`config.mk`:
```
export PLATFORM = sky130hd
export DESIGN_NAME = sprw_simd_pipe
export DESIGN_NICKNAME = d
export VERILOG_FILES = /design/src/rtl/sprw_simd_pipe_pkg.sv /design/src/rtl/sprw_simd_pipe_lane.sv /design/src/rtl/sprw_simd_pipe.sv
export SDC_FILE = /design/constraint.sdc
export NUM_CORES = 1
export LEC_CHECK = 0
export ABC_AREA = 1
export BUFFER_PORTS_ARGS = -buffer_cell sky130_fd_sc_hd__buf_2
export CAP_MARGIN = 10
export CORE_ASPECT_RATIO = 0.6
export CORE_UTILIZATION = 55
export DETAILED_ROUTE_END_ITERATION = 6
export PLACE_DENSITY = 0.77
export SYNTH_ARGS = -nofsm -noshare
export SYNTH_HDL_FRONTEND = slang
export SYNTH_SLANG_ARGS = --single-unit
```
`constraint.sdc`:
```
create_clock -name clk -period 3.97 [get_ports clk]
set_clock_uncertainty 0.2 [all_clocks]
set_input_delay 0.1985 -clock clk [delete_from_list [all_inputs] [get_ports clk]]
set_output_delay 0.1985 -clock clk [all_outputs]
set_load 0.05 [all_outputs]
```
`src/rtl/sprw_simd_pipe_pkg.sv`:
```
// Shared SPARROW packed-SIMD definitions: opcode enum, instruction field
// positions, decoded-instruction struct and the single-lane ALU function.
package sparrow;

  typedef enum logic [2:0] {
    OP_ADD     = 3'd0,
    OP_SUB     = 3'd1,
    OP_MIN     = 3'd2,
    OP_MAX     = 3'd3,
    OP_AND     = 3'd4,
    OP_OR      = 3'd5,
    OP_XOR     = 3'd6,
    OP_ABSDIFF = 3'd7
  } sprw_op_e;

  localparam int OP_LSB  = 12;
  localparam int RED_BIT = 26;
  localparam int SAT_BIT = 27;

  // Widest supported lane; narrower lanes ride in the low bits.
  typedef logic [15:0] lane_t;

  typedef struct packed {
    sprw_op_e op;
    logic     red;
    logic     sat;
  } sprw_dec_t;

  function automatic sprw_dec_t sprw_decode(input logic [31:0] instr);
    sprw_dec_t d;
    d.op  = sprw_op_e'(instr[OP_LSB +: 3]);
    d.red = instr[RED_BIT];
    d.sat = instr[SAT_BIT];
    return d;
  endfunction

  // w selects the live lane width (8 or 16); 18-bit signed math covers
  // every sum/difference of two 16-bit lanes without overflow.
  function automatic lane_t sprw_lane_alu(input lane_t a, input lane_t b,
                                          input sprw_op_e op, input logic sat,
                                          input int w);
    logic signed [17:0] sa, sb, hi, lo, t;
    lane_t res;
    sa  = (w == 8) ? {{10{a[7]}}, a[7:0]} : {{2{a[15]}}, a};
    sb  = (w == 8) ? {{10{b[7]}}, b[7:0]} : {{2{b[15]}}, b};
    hi  = (w == 8) ? 18'sd127  : 18'sd32767;
    lo  = (w == 8) ? -18'sd128 : -18'sd32768;
    t   = '0;
    res = '0;
    case (op)
      OP_ADD, OP_SUB: begin
        t = (op == OP_ADD) ? sa + sb : sa - sb;
        if (sat && t > hi) t = hi;
        else if (sat && t < lo) t = lo;
        res = lane_t'(t);
      end
      OP_MIN:  res = (sa < sb) ? a : b;
      OP_MAX:  res = (sa > sb) ? a : b;
      OP_AND:  res = a & b;
      OP_OR:   res = a | b;
      OP_XOR:  res = a ^ b;
      OP_ABSDIFF: begin
        t   = (sa < sb) ? sb - sa : sa - sb;
        res = lane_t'(t);
      end
      default: res = '0;
    endcase
    return res;
  endfunction

endpackage

```
`src/rtl/sprw_simd_pipe_lane.sv`:
```
// One packed-SIMD lane: purely combinational element-wise operation.
module sprw_lane_alu #(
  parameter int LANE_W = 8
) (
  input  logic              [LANE_W-1:0] a,
  input  logic              [LANE_W-1:0] b,
  input  sparrow::sprw_op_e              op,
  input  logic                           sat,
  output logic              [LANE_W-1:0] y
);

  assign y = LANE_W'(sparrow::sprw_lane_alu(sparrow::lane_t'(a), sparrow::lane_t'(b),
                                            op, sat, LANE_W));

endmodule

```
`src/rtl/sprw_simd_pipe.sv`:
```
// SPARROW packed-SIMD execute unit: element-wise stage, optional cross-lane
// reduction stage, delay stages, one global advance shared by all stages.
module sprw_simd_pipe #(
  parameter  int LANES  = 4,
  parameter  int LANE_W = 8,
  parameter  int STAGES = 2,
  localparam int W      = LANES * LANE_W
) (
  input  logic         clk,
  input  logic         rstn,
  input  logic         holdn,
  input  logic         in_valid,
  output logic         in_ready,
  input  logic [W-1:0] ra,
  input  logic [W-1:0] rb,
  input  logic [31:0]  instr,
  output logic         out_valid,
  input  logic         out_ready,
  output logic [W-1:0] result,
  output logic         bp_valid,
  output logic [W-1:0] bp_value
);

  localparam int SUM_W = LANE_W + $clog2(LANES);

  sparrow::sprw_dec_t dec;
  logic adv;
  logic [LANES-1:0][LANE_W-1:0] a_v, b_v, e, e_q;
  logic red_q;
  logic [STAGES:1] vld_pipe;
  logic [STAGES:2][W-1:0] r_pipe;
  logic [SUM_W-1:0] sum;
  logic [W-1:0] r;

  assign dec = sparrow::sprw_decode(instr);
  assign a_v = ra;
  assign b_v = rb;

  for (genvar g = 0; g < LANES; g++) begin : g_lane
    sprw_lane_alu #(.LANE_W(LANE_W)) u_lane (
      .a  (a_v[g]),
      .b  (b_v[g]),
      .op (dec.op),
      .sat(dec.sat),
      .y  (e[g])
    );
  end

  // Stall is global: nothing moves unless the tail can drain or is empty.
  assign adv       = holdn && (!out_valid || out_ready);
  assign in_ready  = adv;
  assign out_valid = vld_pipe[STAGES];
  assign result    = r_pipe[STAGES];
  assign bp_valid  = vld_pipe[1] && !red_q;
  assign bp_value  = e_q;

  // Lanes are zero-extended; SUM_W holds LANES full-scale lanes exactly.
  always_comb begin
    sum = '0;
    for (int i = 0; i < LANES; i++) sum = sum + SUM_W'(e_q[i]);
    r = red_q ? W'(sum) : e_q;
  end

  always_ff @(posedge clk or negedge rstn) begin
    if (!rstn) begin
      vld_pipe <= '0;
      e_q      <= '0;
      red_q    <= 1'b0;
      r_pipe   <= '0;
    end else if (adv) begin
      vld_pipe  <= {vld_pipe[STAGES-1:1], in_valid};
      e_q       <= e;
      red_q     <= dec.red;
      r_pipe[2] <= r;
      for (int s = 3; s <= STAGES; s++) r_pipe[s] <= r_pipe[s-1];
    end
  end

endmodule

```
Yosys cells after proc, flatten, opt, wreduce, memory -nomap -nowiden
Cells that the tools add are included.
Widths: inputs -> output; s select.
{"block": "word_totals", "reg_bits": 67}
{"block": "op_classes", "bitwise_logic": 12, "order_cmp": 16, "mux": 29, "eq_ne": 7, "reduce_logical": 15, "n_addsub": 15}
{"op": "$pmux 8 s7", "n": 4}
{"op": "$mux 8", "n": 20}
{"op": "$gt 18x8->1 const B", "n": 4}
{"op": "$lt 18x8->1 const B", "n": 4}
{"op": "$mux 18", "n": 4}
{"op": "$add 8x8->9", "n": 5}
{"op": "$sub 8x8->9", "n": 4}
{"op": "$and 8x8->8", "n": 4}
{"op": "$gt 8x8->1", "n": 4}
{"op": "$lt 8x8->1", "n": 4}
{"op": "$mux 32", "n": 1}
{"op": "$or 8x8->8", "n": 4}
{"op": "$sub 8x8->8", "n": 4}
{"op": "$xor 8x8->8", "n": 4}
{"op": "$eq 3x3->1 const B", "n": 4}
{"op": "$add 10x8->10", "n": 1}
{"op": "$add 9x8->10", "n": 1}
{"op": "$logic_and 1x1->1", "n": 10}
{"op": "$eq 3x2->1 const B", "n": 2}
{"op": "$eq 3x1->1 const B", "n": 1}
{"op": "$logic_not 3->1", "n": 1}
{"op": "$logic_not 1->1", "n": 2}
{"op": "$reduce_or 2->1", "n": 1}
{"op": "$logic_or 1x1->1", "n": 1}

Logic depth before layout (Yosys ltp)
{"block": "logic_depth", "word_depth": 7, "mapped_depth": 19, "ltp_nobuf": 18}

Cells and area by module
A second synthesis with hierarchy kept.
{"block": "unflattened", "hier_cells": 1928, "hier_area_um2": 12368.1}
{"mod": "sprw_lane_alu at g_lane[2].u_lane ...", "n_inst": 2, "area_each_um2": 2237.1, "cells_per_inst": 376, "seq_area_each_um2": 0.0}
{"mod": "sprw_simd_pipe", "n_inst": 1, "area_each_um2": 3388.2, "cells_per_inst": 372, "seq_area_each_um2": 1676.6}
{"mod": "sprw_lane_alu at g_lane[1].u_lane", "n_inst": 1, "area_each_um2": 2290.9, "cells_per_inst": 399, "seq_area_each_um2": 0.0}
{"mod": "sprw_lane_alu at g_lane[0].u_lane", "n_inst": 1, "area_each_um2": 2214.6, "cells_per_inst": 405, "seq_area_each_um2": 0.0}

Worst setup path after synthesis
Ideal clock, no wire load.
{"block": "synth_path", "path_kind": "register to register", "from": "register e_q, in the netlist bp_value[9]", "to": "register r_pipe, in the netlist result[7]", "required_ns": 3.645, "slack_ns": 0.631, "arrival_ns": 3.014, "synth_period_minus_slack_ns": 3.339, "stages_incl_launch_ff": 18, "path_cell_list": "dfrtp_1 > fa_1 > fa_1 > ha_1 > inv_1 > fa_1 > inv_1 > nand2_1 > nand2_1 > nand2_1 > nand2_1 > nand2_1 > nand2_1 > a21oi_1 > nor2_1 > o21ai_0 > o211ai_1 > nand2_1"}
{"block": "synth_between", "elab_chain_len": 4}
{"element": "start, declared", "line_no": "sprw_simd_pipe.sv:28", "rtl": "logic [LANES-1:0][LANE_W-1:0] a_v, b_v, e, e_q;"}
{"element": "start signal, assigned", "line_no": "sprw_simd_pipe.sv:67", "rtl": "e_q <= '0;"}
{"element": "start signal, assigned", "line_no": "sprw_simd_pipe.sv:72", "rtl": "e_q <= e;"}
{"element": "$add 8x8->9", "line_no": "sprw_simd_pipe.sv:60", "rtl": "for (int i = 0; i < LANES; i++) sum = sum + SUM_W'(e_q[i]);"}
{"element": "$add 9x8->10", "line_no": "sprw_simd_pipe.sv:60"}
{"element": "$add 10x8->10", "line_no": "sprw_simd_pipe.sv:60"}
{"element": "$mux 32", "line_no": "sprw_simd_pipe.sv:61", "rtl": "r = red_q ? W'(sum) : e_q;"}
{"element": "end, declared", "line_no": "sprw_simd_pipe.sv:31", "rtl": "logic [STAGES:2][W-1:0] r_pipe;"}
No other way between the ends.
A chain may end at the register's enable or synchronous reset.

Worst setup path after layout
{"block": "layout_path", "from": "register e_q, in the netlist bp_value[1]", "to": "register r_pipe, in the netlist result[7]"}
The elaborated chain is that of the path after synthesis.

==> reports/metrics.yaml <==
cells_and_area:
  syn_to_final_growth_pct: 8.330
  nNetsFinal: 2250
  final_layout_size_suffix_gt1_frac: 0.1237
yosys:
  synth_area_um2: 11840
  synth-edff-count: 0
  ys_top_cells_by_area: "nand2_1, ha_1, dfrtp_1"
  synthFlopType: "dfrtp_1"
  synthCells: 1891
  synthesis.nets: 2165
  yosysWarnings: 0
  ys_ff_latch: 67
  async_flop_share: 1.000
  syn_area_per_cell_um2: 6.259
  synth_top_area_frac: 0.1957
  synth_top_area_cell: "nand2_1"
  synth_cell_types: 50
  yosysSeqAreaShare: 0.1417
sta:
  setup_viol: 0
  max_clock_freq_ghz: 0.2799
  min_period_over_period: 0.8999
  worst_slew_pin_slew_ps: 881.7
  fin_setup_tns_ps: 0
  final_max_slew_viol_count: 0
  min_period_ps: 3573
  relSlewSlack: 0.4122
  grt_setup_unrepaired: "no"
  hold_viol_final: 0
cts:
  cts_sinks: 67
  postCtsHoldBufs: 3
  numCtsBuffers: 9
  clk_latency_ps: 340
  path_clk_slew_ps: 60
  cts_max_path_buffers: 2
  h-tree-depth: 3
  cts_tree: "yes"
  postCtsSetupBuffers: 0
  clockRootBuffer: "clkbuf_16"
  cts_resized: 0
floorplanning:
  rows: 41
  start_util: 0.5627
  pin_count: 168
  core_um2: 21030
  die_area_um2: 22130
  dieHeight_um: 115.6
  fp.dieW_um: 191.4
grt:
  grt_max_degree: 90
  grt_pass1_vias: 11890
  grt_antenna_before_repair: 2
  grt_first_pass_wirelength_um: 65000
  grt-ovfl-total: 0
  grt.total_usage: 0.3783
placement:
  hpwl_um: 31510
  gp_congestion: 1.011
  portBuffers: 140
critical_path:
  rr_startpoint: "bp_value[1]$_DFFE_PN0P_"
  crit_slowest_cell: "fa_1"
  critPathMaxFanout: 4
  slowest_delay_ps: 530
  crit_top_cell: "nand2_1"
  crit_end: "result[7]$_DFFE_PN0P_"
  cp-start-kind: "flop"
  crit_required_ps: 3980
  crit_chain: "fa_1, fa_1, ha_1, inv_1, fa_1, inv_1, nand2_1, nand2_1, nand2_1, nand2_1, nand2_1, nand2_1, a21oi_1, nor2_1, o21ai_0, o211ai_1, nand2_1"
  arrival_ps: 3580
  startpoint: "bp_value[1]$_DFFE_PN0P_"
  endpoint_kind: "flop"
  path_class: "reg2reg"
  reg2reg_slack_ps: 400
  r2r_end: "result[7]$_DFFE_PN0P_"
  reg2reg_depth: 17
run:
  drv_cap: 0
route:
  vias: 13440
  drt-wirelength-per-cell_um: 18.82
  drcViolationCount: 0
  detail-route-antenna-nets: 0
  viasPerCell: 5.944
  dr.first_iter.drc_count: 1602
  dr.pass1.iters: 6
  wl_um: 42550
min_path:
  hold_class: "in2reg"
  whs_path_depth: 5
pwr:
  irDropWorstVdd_v: 0.0004109
  powerDensity_nw_per_um2: 422.3
  p_leak_nw: 6.826
  p_total_mw: 5.414
outcome:
  run_status: "complete, no violations"
area by class of cell:
cell class / instances / area [µm²]
Antenna cell: 1 / 2.502
Tap cell: 279 / 349.1
Multi-Input combinational cell: 1533 / 8870
Timing Repair Buffer: 156 / 828.3
Clock inverter: 6 / 65.06
Fill cell: 2045 / 8212
Sequential cell: 67 / 1677
Inverter: 209 / 790.8
Clock buffer: 10 / 239.0
state kept, by name, summed over array words and instances (netlist names):
register and cells:
bp_value 32, result 32, vld_pipe 2, red_q 1
metrics by stage:
step | util | hold WS [ps] | cell area, µm² | setup WS (ps) | std cells
after global placement | 0.5936 | 209.7 | 12480 | 619.7 | 2241
after detailed placement | 0.5936 | 224.0 | 12480 | 560.0 | 2241
after floorplan | - | -297.1 | 11840 | 630.6 | 1891
after CTS | 0.6095 | 152.0 | 12820 | 432.2 | 2260
after global routing | 0.6096 | 150.5 | 12820 | 231.8 | 2261
final | 0.6096 | 157.9 | 12820 | 397.4 | 2261
worst min-delay path by stage:
stage / end / from / slack (ps)
global placement: red_q$_DFFE_PN0P_ / instr[26] / 210
CTS: bp_value[20]$_DFFE_PN0P_ / ra[20] / 150
detailed placement: red_q$_DFFE_PN0P_ / instr[26] / 220
finish: bp_value[20]$_DFFE_PN0P_ / ra[20] / 160
global route: bp_value[20]$_DFFE_PN0P_ / ra[20] / 150
floorplan: bp_value[0]$_DFFE_PN0P_ / rstn / -300
cells in the final DEF, fill, tap and decap left out, types with 3 or more instances in the layout:
cell type      Yosys  routed
nand2_1          617     616
nand3_1          246     245
inv_1            189     189
ha_1             145     145
buf_2             25     140
nor2_1           115     114
o21ai_0           84      84
dfrtp_1           67      67
a21oi_1           63      63
nand4_1           51      51
nor3_1            28      28
fa_1              28      28
o22ai_1           23      23
inv_2             16      16
xor2_1            16      16
buf_4             17      13
nor2_4            12      12
o21bai_1          12      12
o211ai_1          11      11
nor2_2             9      10
a211oi_1           9       9
clkbuf_16          0       9
nand3_2            7       8
nand2_4            7       7
o21ai_1            7       7
nand2_2            3       4
o31ai_1            4       4
o21a_1             4       4
nand4_2            3       3
clkinv_2           1       3
a31oi_1            3       3
a21o_1             3       3
a211oi_2           3       3
dlygate4sd3_1      0       3
power breakdown:
group / switching (mW) / total (mW) / internal (mW)
Clock: 0.314 / 0.818 / 0.503
Combinational: 2.49 / 3.51 / 1.02
Sequential: 0.215 / 1.09 / 0.873
synthesized netlist by cell type (9+ instances only):
| cell | number |
|---|---|
| o211ai_1 | 11 |
| o21ai_0 | 84 |
| nor2_4 | 12 |
| inv_2 | 16 |
| inv_1 | 189 |
| buf_2 | 25 |
| nor2_2 | 9 |
| buf_6 | 14 |
| a21oi_1 | 63 |
| dfrtp_1 | 67 |
| nand2_1 | 617 |
| nor3_1 | 28 |
| xor2_1 | 16 |
| nand3_1 | 246 |
| ha_1 | 145 |
| nor2_1 | 115 |
| a211oi_1 | 9 |
| o21bai_1 | 12 |
| clkbuf_1 | 24 |
| buf_4 | 17 |
| fa_1 | 28 |
| nand4_1 | 51 |
| o22ai_1 | 23 |
layer usage:
layer | up-vias | share of wire | wire length (µm) | GRT usage
met3 | 87 | 0.13 | 5651 | 0.1024
li1 | 6342 | - | - | -
met2 | 825 | 0.40 | 17110 | 0.5326
met5 | - | 0.00023 | 10 | 0
met4 | 2 | 0.023 | 979 | 0.1000
met1 | 6184 | 0.44 | 18810 | 0.5608
kinds of logic (layout without fill, tap and decap cells):
kind of cell / Yosys count / after routing / share of synthesized area
buffers and inverters: 291 / 381 / 0.1097
AND/OR/NAND/NOR: 1109 / 1109 / 0.4189
XOR/XNOR: 17 / 17 / 0.01258
AO/OA/AOI/OAI: 234 / 234 / 0.1165
adder cells (fa/ha/maj): 173 / 173 / 0.2007
flip-flops: 67 / 67 / 0.1417
other: 0 / 1 / 0
critical path, delay by kind of cell, from the launching register on:
kind / cells / cell delay, ps
AO/OA/AOI/OAI: 3 / 330
adder cells (fa/ha/maj): 4 / 1640
buffers and inverters: 2 / 160
flip-flops: 1 / 420
AND/OR/NAND/NOR: 8 / 690
No activity file was read; power rests on OpenSTA's default activity.
